==> config.mk <==
export PLATFORM = sky130hd
export DESIGN_NAME = rc4_key_search_ctrl
export DESIGN_NICKNAME = d
export VERILOG_FILES = /design/src/rtl/rc4_pkg.sv /design/src/rtl/s_mem_arbiter.sv /design/src/rtl/rc4_key_search_ctrl.sv
export SDC_FILE = /design/constraint.sdc
export NUM_CORES = 1
export LEC_CHECK = 0
export ABC_AREA = 1
export BUFFER_PORTS_ARGS = -buffer_cell sky130_fd_sc_hd__buf_4
export CAP_MARGIN = 0
export CORE_MARGIN = 1.5
export CORE_UTILIZATION = 45
export CTS_CLUSTER_DIAMETER = 40
export CTS_CLUSTER_SIZE = 30
export DETAILED_ROUTE_END_ITERATION = 6
export HOLD_SLACK_MARGIN = 0.15
export PLACE_DENSITY = 0.8
export SYNTH_ARGS = -nofsm -noshare
export SYNTH_HDL_FRONTEND = slang
export SYNTH_SLANG_ARGS = --single-unit
export TNS_END_PERCENT = 50
==> constraint.sdc <==
create_clock -name clk -period 1.6 [get_ports clk]
set_input_delay 0.08 -clock clk [delete_from_list [all_inputs] [get_ports clk]]
set_output_delay 0.08 -clock clk [all_outputs]
set_load 0.01 [all_outputs]
==> src/rtl/rc4_pkg.sv <==
// Shared types and helpers for the RC4 key-search controller.
// Optional statistics ports are enabled with the KEY_SEARCH_STATS_EN macro
// (see rc4_key_search_ctrl.sv).
package rc4_pkg;

  // Sequencer states, one per step of the per-key engine pipeline.
  typedef enum logic [3:0] {
    ST_IDLE,
    ST_CLEAR,
    ST_INIT_GO,
    ST_INIT_WAIT,
    ST_KSA_GO,
    ST_KSA_WAIT,
    ST_PRGA_GO,
    ST_PRGA_WAIT,
    ST_NEXT_KEY,
    ST_FOUND,
    ST_FAIL
  } ks_state_t;

  // Which engine currently owns the single-port S-memory.
  typedef enum logic [1:0] {
    NONE,
    INIT,
    KSA,
    PRGA
  } s_owner_t;

  localparam logic [7:0] CHAR_SPACE = 8'h20;
  localparam logic [7:0] CHAR_LO    = 8'h61;
  localparam logic [7:0] CHAR_HI    = 8'h7A;

  // A plaintext byte is acceptable if it is a space or a lowercase letter.
  function automatic logic is_printable(input logic [7:0] b);
    return (b == CHAR_SPACE) || ((b >= CHAR_LO) && (b <= CHAR_HI));
  endfunction

endpackage

==> src/rtl/s_mem_arbiter.sv <==
// Combinational owner mux for the shared S-memory port.
// An unowned port never writes and presents zero address/data.
module s_mem_arbiter
  import rc4_pkg::*;
(
  input  s_owner_t     i_owner,
  input  logic [7:0]   i_init_addr,
  input  logic [7:0]   i_init_data,
  input  logic         i_init_wren,
  input  logic [7:0]   i_ksa_addr,
  input  logic [7:0]   i_ksa_data,
  input  logic         i_ksa_wren,
  input  logic [7:0]   i_prga_addr,
  input  logic [7:0]   i_prga_data,
  input  logic         i_prga_wren,
  output logic [7:0]   o_addr,
  output logic [7:0]   o_data,
  output logic         o_wren
);

  // Route the owning engine's request to the memory port.
  always_comb begin
    // NOTE: every output gets a default before the case so no path leaves
    // a signal unassigned, which would otherwise infer a latch.
    o_addr = 8'h00;
    o_data = 8'h00;
    o_wren = 1'b0;
    unique case (i_owner)
      INIT: begin
        o_addr = i_init_addr;
        o_data = i_init_data;
        o_wren = i_init_wren;
      end
      KSA: begin
        o_addr = i_ksa_addr;
        o_data = i_ksa_data;
        o_wren = i_ksa_wren;
      end
      PRGA: begin
        o_addr = i_prga_addr;
        o_data = i_prga_data;
        o_wren = i_prga_wren;
      end
      default: ;
    endcase
  end

endmodule

==> src/rtl/rc4_key_search_ctrl.sv <==
// Top-level sequencer for the RC4 brute-force decrypt datapath.
// Per candidate key: clear engines, run init, KSA, then PRGA while screening
// every decrypted byte; abort the key on the first unprintable byte.
// Define KEY_SEARCH_STATS_EN to add keys_tried / bytes_rejected counters.
module rc4_key_search_ctrl
  import rc4_pkg::*;
#(
  parameter int               KEY_W     = 24,
  parameter logic [KEY_W-1:0] KEY_FIRST = '0,
  parameter logic [KEY_W-1:0] KEY_LAST  = 24'h3FFFFF,
  parameter int               MSG_LEN   = 32
) (
  input  logic             clk,
  input  logic             reset_n,
  input  logic             start,
  output logic             eng_clear,
  output logic             init_start,
  output logic             ksa_start,
  output logic             prga_start,
  input  logic             init_done,
  input  logic             ksa_done,
  input  logic             prga_done,
  input  logic [7:0]       init_s_addr,
  input  logic [7:0]       init_s_data,
  input  logic             init_s_wren,
  input  logic [7:0]       ksa_s_addr,
  input  logic [7:0]       ksa_s_data,
  input  logic             ksa_s_wren,
  input  logic [7:0]       prga_s_addr,
  input  logic [7:0]       prga_s_data,
  input  logic             prga_s_wren,
  output logic [7:0]       s_addr,
  output logic [7:0]       s_data,
  output logic             s_wren,
  input  logic             byte_ready,
  input  logic [7:0]       decrypt_byte,
  output logic             valid_byte,
  output logic [KEY_W-1:0] secret_key,
  output logic             busy,
  output logic             found,
  output logic             failed
`ifdef KEY_SEARCH_STATS_EN
  ,
  output logic [KEY_W:0]   keys_tried,
  output logic [31:0]      bytes_rejected
`endif
);

  localparam logic [5:0] MSG_LEN_C = 6'(MSG_LEN);

  ks_state_t        r_state, w_state_nxt;
  s_owner_t         r_owner, w_owner_nxt;
  logic [KEY_W-1:0] r_key, w_key_nxt;
  logic [5:0]       r_byte_cnt, w_cnt_nxt, w_cnt_inc;
  logic             r_valid_byte, w_valid_nxt;
  logic             r_busy, w_busy_nxt;
  logic             r_found, w_found_nxt;
  logic             r_failed, w_failed_nxt;
  logic             w_search_start;
  logic             w_key_done;
  logic             w_reject;

  // Saturating increment of the accepted-byte count.
  assign w_cnt_inc = (r_byte_cnt == MSG_LEN_C) ? r_byte_cnt : r_byte_cnt + 6'd1;

  // Next-state, next-register values and per-cycle events.
  always_comb begin
    w_state_nxt    = r_state;
    w_key_nxt      = r_key;
    w_cnt_nxt      = r_byte_cnt;
    w_valid_nxt    = 1'b0;
    w_busy_nxt     = r_busy;
    w_found_nxt    = r_found;
    w_failed_nxt   = r_failed;
    w_search_start = 1'b0;
    w_key_done     = 1'b0;
    w_reject       = 1'b0;
    unique case (r_state)
      ST_IDLE, ST_FOUND, ST_FAIL: begin
        if (start) begin
          w_state_nxt    = ST_CLEAR;
          w_busy_nxt     = 1'b1;
          w_found_nxt    = 1'b0;
          w_failed_nxt   = 1'b0;
          w_key_nxt      = KEY_FIRST;
          w_search_start = 1'b1;
        end
      end
      ST_CLEAR: begin
        w_cnt_nxt   = 6'd0;
        w_state_nxt = ST_INIT_GO;
      end
      ST_INIT_GO:   w_state_nxt = ST_INIT_WAIT;
      ST_INIT_WAIT: if (init_done) w_state_nxt = ST_KSA_GO;
      ST_KSA_GO:    w_state_nxt = ST_KSA_WAIT;
      ST_KSA_WAIT:  if (ksa_done) w_state_nxt = ST_PRGA_GO;
      ST_PRGA_GO:   w_state_nxt = ST_PRGA_WAIT;
      ST_PRGA_WAIT: begin
        // A ready seen while the ack is high is the PRGA still leaving its
        // store state, so only a fresh ready is screened.
        if (byte_ready && !r_valid_byte) begin
          w_valid_nxt = 1'b1;
          if (is_printable(decrypt_byte)) begin
            w_cnt_nxt = w_cnt_inc;
            if (prga_done) begin
              w_state_nxt = (w_cnt_inc == MSG_LEN_C) ? ST_FOUND : ST_NEXT_KEY;
            end
          end else begin
            w_reject    = 1'b1;
            w_state_nxt = ST_NEXT_KEY;
          end
        end else if (prga_done) begin
          w_state_nxt = (r_byte_cnt == MSG_LEN_C) ? ST_FOUND : ST_NEXT_KEY;
        end
        if (w_state_nxt == ST_FOUND) begin
          w_found_nxt = 1'b1;
          w_busy_nxt  = 1'b0;
          w_key_done  = 1'b1;
        end
      end
      ST_NEXT_KEY: begin
        w_key_done = 1'b1;
        if (r_key == KEY_LAST) begin
          w_state_nxt  = ST_FAIL;
          w_failed_nxt = 1'b1;
          w_busy_nxt   = 1'b0;
        end else begin
          w_key_nxt   = r_key + KEY_W'(1);
          w_state_nxt = ST_CLEAR;
        end
      end
      default: w_state_nxt = ST_IDLE;
    endcase
  end

  // Memory ownership follows the state being entered, so it only ever
  // changes together with a state transition.
  always_comb begin
    unique case (w_state_nxt)
      ST_INIT_GO, ST_INIT_WAIT: w_owner_nxt = INIT;
      ST_KSA_GO,  ST_KSA_WAIT:  w_owner_nxt = KSA;
      ST_PRGA_GO, ST_PRGA_WAIT: w_owner_nxt = PRGA;
      default:                  w_owner_nxt = NONE;
    endcase
  end

  // Sequencer state and status registers.
  always_ff @(posedge clk or negedge reset_n) begin
    if (!reset_n) begin
      r_state      <= ST_IDLE;
      r_owner      <= NONE;
      r_key        <= KEY_FIRST;
      r_byte_cnt   <= 6'd0;
      r_valid_byte <= 1'b0;
      r_busy       <= 1'b0;
      r_found      <= 1'b0;
      r_failed     <= 1'b0;
    end else begin
      // NOTE: sequential state uses non-blocking assignments so every
      // register samples the pre-edge values regardless of statement order.
      r_state      <= w_state_nxt;
      r_owner      <= w_owner_nxt;
      r_key        <= w_key_nxt;
      r_byte_cnt   <= w_cnt_nxt;
      r_valid_byte <= w_valid_nxt;
      r_busy       <= w_busy_nxt;
      r_found      <= w_found_nxt;
      r_failed     <= w_failed_nxt;
    end
  end

`ifdef KEY_SEARCH_STATS_EN
  logic [KEY_W:0] r_keys_tried;
  logic [31:0]    r_bytes_rejected;

  // Search statistics: keys attempted this search, bytes rejected overall.
  always_ff @(posedge clk or negedge reset_n) begin
    if (!reset_n) begin
      r_keys_tried     <= '0;
      r_bytes_rejected <= '0;
    end else begin
      if (w_search_start) begin
        r_keys_tried <= '0;
      end else if (w_key_done) begin
        r_keys_tried <= r_keys_tried + (KEY_W+1)'(1);
      end
      if (w_reject) begin
        r_bytes_rejected <= r_bytes_rejected + 32'd1;
      end
    end
  end

  assign keys_tried     = r_keys_tried;
  assign bytes_rejected = r_bytes_rejected;
`endif

  // Engine control pulses are one-cycle states, so they decode directly.
  assign eng_clear  = (r_state == ST_CLEAR);
  assign init_start = (r_state == ST_INIT_GO);
  assign ksa_start  = (r_state == ST_KSA_GO);
  assign prga_start = (r_state == ST_PRGA_GO);
  assign valid_byte = r_valid_byte;
  assign secret_key = r_key;
  assign busy       = r_busy;
  assign found      = r_found;
  assign failed     = r_failed;

  s_mem_arbiter u_arb (
    .i_owner     (r_owner),
    .i_init_addr (init_s_addr),
    .i_init_data (init_s_data),
    .i_init_wren (init_s_wren),
    .i_ksa_addr  (ksa_s_addr),
    .i_ksa_data  (ksa_s_data),
    .i_ksa_wren  (ksa_s_wren),
    .i_prga_addr (prga_s_addr),
    .i_prga_data (prga_s_data),
    .i_prga_wren (prga_s_wren),
    .o_addr      (s_addr),
    .o_data      (s_data),
    .o_wren      (s_wren)
  );

endmodule

### Word-level counts from Yosys, hierarchy flattened

Cells that the tools add are included.

* muxes and demuxes: 34
* reduce and logical (&&, ||, !) cells: 18
* equal/unequal tests: 30
* add/sub/neg operators: 2
* magnitude comparators: 2

Operators by type and width (number)
* $mux 24: 2
* $pmux 24 s2: 1
* $pmux 8 s3: 2
* $mux 4: 9
* $pmux 4 s9: 1
* $eq 4x3->1 const B: 8
* $add 24x1->24 const B: 1
* $eq 24x22->1 const B: 1
* $mux 6: 3
* $eq 4x2->1 const B: 4
* $eq 4x4->1 const B: 4
* $eq 6x6->1 const B: 2
* $ne 2x2->1 const B: 6
* $pmux 6 s2: 1
* $reduce_and 3->1: 4
* $mux 1: 10
* $eq 8x6->1 const B: 1
* $ge 8x7->1 const B: 1
* $le 8x7->1 const B: 1
* $add 6x1->6 const B: 1
* $pmux 1 s3: 2
* $pmux 2 s3: 1
* $reduce_bool 2->1: 3
* $reduce_or 2->1: 3
* other kinds (11): 14

* logic and storage cells: 94
* input port bits: 66
* register bits after elaboration: 40

### Depth between registers and ports, before layout

* depth in word-level cells: 12
* depth in mapped cells: 17

### Hierarchy

From an unflattened synthesis, not the netlist that was laid out.

* cells, all modules: 432
* area total of the unflattened synthesis: 3313.2 um^2

Modules (own cells, without submodules)
* rc4_key_search_ctrl: sequential area each 1001.0 um^2, times used 1, area each 2682.6 um^2, cells an instance 352
* s_mem_arbiter: sequential area each 0.0 um^2, times used 1, area each 630.6 um^2, cells an instance 80

### Least setup slack after synthesis

OpenSTA, ideal clock, no wires.

* path type: register to register
* start point: reg r_key[0] (netlist: secret_key[0])
* end point: reg r_key[12] (netlist: secret_key[12])
* setup slack: -0.198 ns
* arrival: 1.662 ns
* period minus slack after synthesis: 1.798 ns
* cell stages (with the launch flop): 11
* path through: dfrtp_1 -> ha_1 -> nand3_1 -> inv_1 -> nand2_1 -> nor2_1 -> nand2_1 -> nor2_1 -> nand2_1 -> xor2_1 -> o21ai_2

* word-level cells in the longest chain between the ends: 3
* elaborated cells on any way between the ends: 6
* those cells by class: add/sub (1); eq/ne (2); mux (2); reduce/logical (1)

RTL lines
* start, declared: RTL line rc4_key_search_ctrl.sv:53 `logic [KEY_W-1:0] r_key, w_key_nxt;`
* start signal, assigned: RTL line rc4_key_search_ctrl.sv:163 `r_key <= w_key_nxt;`
* $add 24x1->24 or $eq 24x22->1 (tied branches): RTL line rc4_key_search_ctrl.sv:128, rc4_key_search_ctrl.sv:123
* $mux 24 or $ne 2x2->1 (tied branches)
* $pmux 24 s2 or $reduce_and 3->1 (tied branches)

Parallel ways exist; a longest one is shown, timed or not. The select of a mux whose other input is x is not followed.
A chain may end at the register's enable or synchronous reset.

### Final worst setup path

* start point: reg r_byte_cnt[2]
* end point: reg r_busy (netlist: busy)

* word-level cells in the longest chain between the ends: 11
* elaborated cells on any way between the ends: 14
* those cells by class: add/sub (1); eq/ne (4); mux (8); reduce/logical (1)

RTL lines
* start, declared: RTL line rc4_key_search_ctrl.sv:54 `logic [5:0] r_byte_cnt, w_cnt_nxt, w_cnt_inc;`
* start signal, assigned: RTL line rc4_key_search_ctrl.sv:164 `r_byte_cnt <= w_cnt_nxt;`
* $add 6x1->6 or $eq 6x6->1 (tied branches): RTL line rc4_key_search_ctrl.sv:64, rc4_key_search_ctrl.sv:113
* $mux 6: RTL line rc4_key_search_ctrl.sv:64 `assign w_cnt_inc = (r_byte_cnt == MSG_LEN_C) ? r_byte_cnt : r_byte_cnt + 6'd1;`
* $eq 6x6->1: RTL line rc4_key_search_ctrl.sv:106 `w_state_nxt = (w_cnt_inc == MSG_LEN_C) ? ST_FOUND : ST_NEXT_KEY;`
* $mux 1: RTL line rc4_key_search_ctrl.sv:106
* $mux 4: RTL line rc4_key_search_ctrl.sv:105 `if (prga_done) begin`
* $mux 4: RTL line rc4_key_search_ctrl.sv:103 `if (is_printable(decrypt_byte)) begin`
* $mux 4 (*): RTL line rc4_key_search_ctrl.sv:101 `if (byte_ready && !r_valid_byte) begin`
* $mux 4 (*): RTL line rc4_key_search_ctrl.sv:78 `unique case (r_state)`
* $eq 4x4->1 (*): RTL line rc4_key_search_ctrl.sv:115 `if (w_state_nxt == ST_FOUND) begin`
* $ne 2x2->1 (no line) (*)
* $reduce_and 4->1 (no line) (*)
* end signal, assigned: RTL line rc4_key_search_ctrl.sv:166 `r_busy <= w_busy_nxt;`
* end, declared: RTL line rc4_key_search_ctrl.sv:56 `logic r_busy, w_busy_nxt;`

Every way passes the cells marked *; elsewhere a longest branch is shown, timed or not. The select of a mux whose other input is x is not followed.

==> flow_summary.html <==
<table>
<tr><th>Metric</th><th>Value</th></tr>
<tr><th colspan="2">STA</th></tr>
<tr><td>Worst max-slew margin expressed relative to the limit</td><td>65.0%</td></tr>
<tr><td>Total count of hold-check failures in the final report</td><td>0</td></tr>
<tr><td>Count of final setup violators</td><td>35</td></tr>
<tr><td>FMAX</td><td>roughly 510 MHz</td></tr>
<tr><td>Number of max-slew violations in the final report</td><td>0</td></tr>
<tr><td>Worst Tran Pin Value</td><td>around 530 ps</td></tr>
<tr><td>Post-route worst setup slack</td><td>-342 ps</td></tr>
<tr><td>Period utilization</td><td>121%</td></tr>
<tr><td>Fin Clk Skew</td><td>13.0 ps</td></tr>
<tr><td>Aggregate negative setup slack</td><td>-5610 ps</td></tr>
<tr><td>RSZ-0062 raised after global routing</td><td>true</td></tr>
<tr><td>Final critical-path required period</td><td>1940 ps</td></tr>
<tr><th colspan="2">Die</th></tr>
<tr><td>Starting density of the core</td><td>around 47%</td></tr>
<tr><td>Die area</td><td>around 7200 um2</td></tr>
<tr><td>Height of the die</td><td>roughly 85 um</td></tr>
<tr><td>CORE AREA</td><td>6420 um2</td></tr>
<tr><td>Boundary pin count</td><td>around 120</td></tr>
<tr><td>Row count</td><td>29</td></tr>
<tr><td>Width of the die</td><td>between 80 and 90 um</td></tr>
<tr><th colspan="2">Critical path</th></tr>
<tr><td>Kind of end point of the critical path</td><td>register</td></tr>
<tr><td>Critical path class</td><td>register to register</td></tr>
<tr><td>Critical Path AT</td><td>approximately 2100 ps</td></tr>
<tr><td>CP Max Fanout</td><td>5</td></tr>
<tr><td>Critical path data required time</td><td>between 1500 and 2000 ps</td></tr>
<tr><td>Startpoint kind of the worst setup timing path</td><td>register</td></tr>
<tr><th colspan="2">Yosys</th></tr>
<tr><td>Asr flop ratio synth</td><td>100%</td></tr>
<tr><td>Sequential fraction of the synthesis area</td><td>between 30% and 40%</td></tr>
<tr><td>Cell variety after synth</td><td>36</td></tr>
<tr><td>Cells after synthesis</td><td>429</td></tr>
<tr><td>Number of synthesized flops with an enable pin</td><td>0</td></tr>
<tr><td>Number of nets in the synthesized netlist</td><td>about 500</td></tr>
<tr><td>Yosys warnings</td><td>0</td></tr>
<tr><td>Dominant synthesized flop cell</td><td>sky130_fd_sc_hd__dfrtp_1</td></tr>
<tr><td>Post-synthesis sequential element count</td><td>40</td></tr>
<tr><td>Average instance area after synthesis</td><td>just over 7 um2</td></tr>
<tr><td>Post-synthesis cell area</td><td>approximately 3000 um2</td></tr>
<tr><th colspan="2">Placed design</th></tr>
<tr><td>Estimated wirelength of the detail-placed design</td><td>between 7000 and 8000 um</td></tr>
<tr><td>Global placer's final weighted congestion</td><td>0.991</td></tr>
<tr><td>Number of buffers inserted by port buffering</td><td>roughly 110</td></tr>
<tr><td>Cell Count Post-Placement</td><td>a little under 700</td></tr>
<tr><td>Setup slack at placement</td><td>-181 ps</td></tr>
<tr><th colspan="2">Cells and area</th></tr>
<tr><td>Final core utilization</td><td>roughly 80%</td></tr>
<tr><td>Antenna cell count</td><td>0</td></tr>
<tr><td>Layout overhead on the synthesized area</td><td>71.3%</td></tr>
<tr><td>Finished Layout Cells</td><td>~730</td></tr>
<tr><td>Fraction of final layout cells sized beyond drive strength 1</td><td>about half</td></tr>
<tr><td>Nets@finish</td><td>a little over 700</td></tr>
<tr><th colspan="2">Power and ir drop</th></tr>
<tr><td>Power density relative to cell area</td><td>1130 nW/um2</td></tr>
<tr><td>Worst voltage drop across the vdd grid</td><td>0.890 mV</td></tr>
<tr><td>Leakage power of the design</td><td>~0.0025 uW</td></tr>
<tr><td>Overall power consumption</td><td>slightly below 6000 uW</td></tr>
<tr><th colspan="2">Global routing</th></tr>
<tr><td>Largest net degree at the start of global routing</td><td>just over 40</td></tr>
<tr><td>Overflow after GRT</td><td>0</td></tr>
<tr><td>Overall routing resource usage</td><td>30.6%</td></tr>
<tr><td>Number of antenna violations at the first check in global routing</td><td>0</td></tr>
<tr><td>First-pass GRT wire length</td><td>approximately 18000 um</td></tr>
<tr><td>Vias in the first global route</td><td>slightly below 4000</td></tr>
<tr><th colspan="2">Hold path</th></tr>
<tr><td>Tightest Hold Check Type</td><td>primary input to register</td></tr>
<tr><th colspan="2">Clock tree</th></tr>
<tr><td>Clock Pin Slew Worst Setup and Hold Paths</td><td>90 ps</td></tr>
<tr><td>Clock Sink Count</td><td>40</td></tr>
<tr><td>Clock tree from TritonCTS</td><td>done</td></tr>
<tr><td>Cts bufs inserted</td><td>5</td></tr>
<tr><td>Clk Latency, worst-skew pair</td><td>about 310 ps</td></tr>
<tr><td>Number of levels in the clock H-tree</td><td>2</td></tr>
<tr><td>Root cell of the clock tree</td><td>sky130_fd_sc_hd__clkbuf_8</td></tr>
<tr><td>Maximum clock path buffer count</td><td>2</td></tr>
<tr><th colspan="2">Drt</th></tr>
<tr><td>Starting DRC count in detailed routing</td><td>384</td></tr>
<tr><td>Overall routed net length</td><td>12400 um</td></tr>
<tr><td>Post-route DRC</td><td>15</td></tr>
<tr><td>Via/cell ratio</td><td>just under 6</td></tr>
<tr><td>Post-route antenna net violation count</td><td>0</td></tr>
<tr><td>Detailed-route wire length per cell</td><td>around 17 um</td></tr>
<tr><td>Total via count in the routed design</td><td>4210</td></tr>
<tr><td>First drt pass iteration count</td><td>7</td></tr>
<tr><th colspan="2">Outcome</th></tr>
<tr><td>Result of the run</td><td>complete, but fails checks</td></tr>
<tr><td>Violations in the final reports</td><td>design-rule violations, negative setup slack</td></tr>
<tr><th colspan="2">Job</th></tr>
<tr><td>Reported max-cap violation count</td><td>0</td></tr>
</table>
stage by stage:
step                      area [um2]  hold WS (ps)
after floorplan                 3040          -216
after global placement          4500          82.0
after detailed placement        4500          91.0
after CTS                       4960           159
after global routing            5190           196
final                           5190           186
critical path, cell delays in order, from the launching register on:
cell	delay, ps
sky130_fd_sc_hd__dfrtp_1	430
sky130_fd_sc_hd__nor2_1	320
sky130_fd_sc_hd__nand3_4	160
sky130_fd_sc_hd__nand2_2	100
sky130_fd_sc_hd__nand2_2	60
sky130_fd_sc_hd__nor2_2	110
sky130_fd_sc_hd__nand3_1	80
sky130_fd_sc_hd__nand2_1	70
sky130_fd_sc_hd__nand2_1	70
sky130_fd_sc_hd__nand2_2	80
sky130_fd_sc_hd__nand3_2	80
sky130_fd_sc_hd__nand2_2	100
sky130_fd_sc_hd__nand3_1	70
sky130_fd_sc_hd__nand2_1	60
sky130_fd_sc_hd__nand2_1	40
sequential cells by signal, indices dropped and copies added (netlist names):
| register | count |
|---|---|
| r_state | 4 |
| r_byte_cnt | 6 |
| r_owner | 2 |
| busy | 1 |
| failed | 1 |
| secret_key | 24 |
| found | 1 |
| valid_byte | 1 |
where the power goes:
part | internal (uW) | total, uW | switching [uW]
registers | 1140 | 1250 | 110
clock network | 462 | 864 | 402
logic | 1710 | 3750 | 2040
total | 3310 | 5860 | 2550
cells by family (layout without fill, tap and decap cells):
kind of cell,after synthesis,in the layout,share of synthesized area [%]
compound gates,44,44,10.4
xor+xnor,19,19,5.50
fa+ha+maj,3,3,1.24
buf+inv,64,283,9.67
flops,40,40,33.1
simple gates,259,259,40.1
path summary, 6_finish.rpt:
check	slack, ps	from	depth (start not counted)	endpoint
setup / recovery	-340	r_byte_cnt[2]	14	busy
hold / removal	190	start	4	r_state[3]
setup reg to reg	-340	r_byte_cnt[2]	14	busy
hold reg to reg	490	busy	2	busy
max in group asynchronous	920	reset_n	2	secret_key[0]
min in group asynchronous	280	reset_n	2	secret_key[12]
layout make-up:
| cell class | count | area [um2] |
|---|---|---|
| multi-input combinational | 325 | 2010 |
| timing repair buffer | 224 | 1770 |
| clock buffer | 5 | 68.8 |
| fill | 367 | 1230 |
| tap | 77 | 96.3 |
| sequential | 40 | 1000 |
| clock inverter | 3 | 42.5 |
| inverter | 51 | 201 |
layer usage:
metal	GRT usage [%]	part of all wire, %
met5	0	0
met3	7.78	11
met2	56.1	51
met4	10.1	3.8
met1	34.4	34
cell usage after synthesis (2+ instances only):
| master | number | area [um2] |
|---|---|---|
| sky130_fd_sc_hd__nand4_1 | 13 | 81.3 |
| sky130_fd_sc_hd__o21ai_0 | 10 | 50.1 |
| sky130_fd_sc_hd__inv_2 | 6 | 22.5 |
| sky130_fd_sc_hd__inv_1 | 43 | 161 |
| sky130_fd_sc_hd__nor2_1 | 41 | 154 |
| sky130_fd_sc_hd__o31ai_2 | 7 | 87.6 |
| sky130_fd_sc_hd__nor2_4 | 3 | 33.8 |
| sky130_fd_sc_hd__nor4_1 | 5 | 31.3 |
| sky130_fd_sc_hd__o21ai_1 | 7 | 35.0 |
| sky130_fd_sc_hd__nand2_1 | 96 | 360 |
| sky130_fd_sc_hd__xnor2_1 | 3 | 26.3 |
| sky130_fd_sc_hd__a21oi_1 | 5 | 25.0 |
| sky130_fd_sc_hd__clkbuf_1 | 5 | 18.8 |
| sky130_fd_sc_hd__xor2_1 | 16 | 140 |
| sky130_fd_sc_hd__buf_12 | 2 | 40.0 |
| sky130_fd_sc_hd__o21ai_2 | 6 | 52.6 |
| sky130_fd_sc_hd__o211ai_1 | 2 | 15.0 |
| sky130_fd_sc_hd__ha_1 | 3 | 37.5 |
| sky130_fd_sc_hd__nor3_1 | 15 | 75.1 |
| sky130_fd_sc_hd__buf_2 | 3 | 15.0 |
| sky130_fd_sc_hd__or2_2 | 3 | 18.8 |
| sky130_fd_sc_hd__nand3_1 | 62 | 310 |
| sky130_fd_sc_hd__o22ai_1 | 4 | 25.0 |
| sky130_fd_sc_hd__dfrtp_1 | 40 | 1000 |
| sky130_fd_sc_hd__nand2_2 | 18 | 113 |
cells in the final DEF, fill, tap and decap left out, types with 5 or more instances in the layout:
master / synthesis / routed
sky130_fd_sc_hd__buf_4: 1 / 210
sky130_fd_sc_hd__nand2_1: 96 / 85
sky130_fd_sc_hd__nand3_1: 62 / 56
sky130_fd_sc_hd__dfrtp_1: 40 / 39
sky130_fd_sc_hd__nor2_1: 41 / 34
sky130_fd_sc_hd__inv_1: 43 / 33
sky130_fd_sc_hd__nand2_2: 18 / 21
sky130_fd_sc_hd__xor2_1: 16 / 16
sky130_fd_sc_hd__inv_2: 6 / 15
sky130_fd_sc_hd__o21ai_2: 6 / 13
sky130_fd_sc_hd__nand4_1: 13 / 13
sky130_fd_sc_hd__nor3_1: 15 / 10
sky130_fd_sc_hd__nand2_4: 0 / 8
sky130_fd_sc_hd__buf_6: 1 / 8
sky130_fd_sc_hd__nor2_2: 1 / 6
sky130_fd_sc_hd__o21ai_0: 10 / 6
sky130_fd_sc_hd__nor3_2: 1 / 6
sky130_fd_sc_hd__o31ai_2: 7 / 6
sky130_fd_sc_hd__a21oi_1: 5 / 5
sky130_fd_sc_hd__nor2_4: 3 / 5
sky130_fd_sc_hd__clkbuf_8: 0 / 5
timing repair:
| action | 4_1_cts | 5_1_grt |
|---|---|---|
| endpoints found under the setup margin | 44 | 42 |
| pin swaps | 9 | 8 |
| setup buffers | 22 | 11 |
| resized for setup | 41 | 43 |
| hold buffers | 2 | 0 |
| gates cloned | 1 | 0 |
| endpoints found under the hold margin | 42 | 0 |
Power figures use the tool's default switching activity.
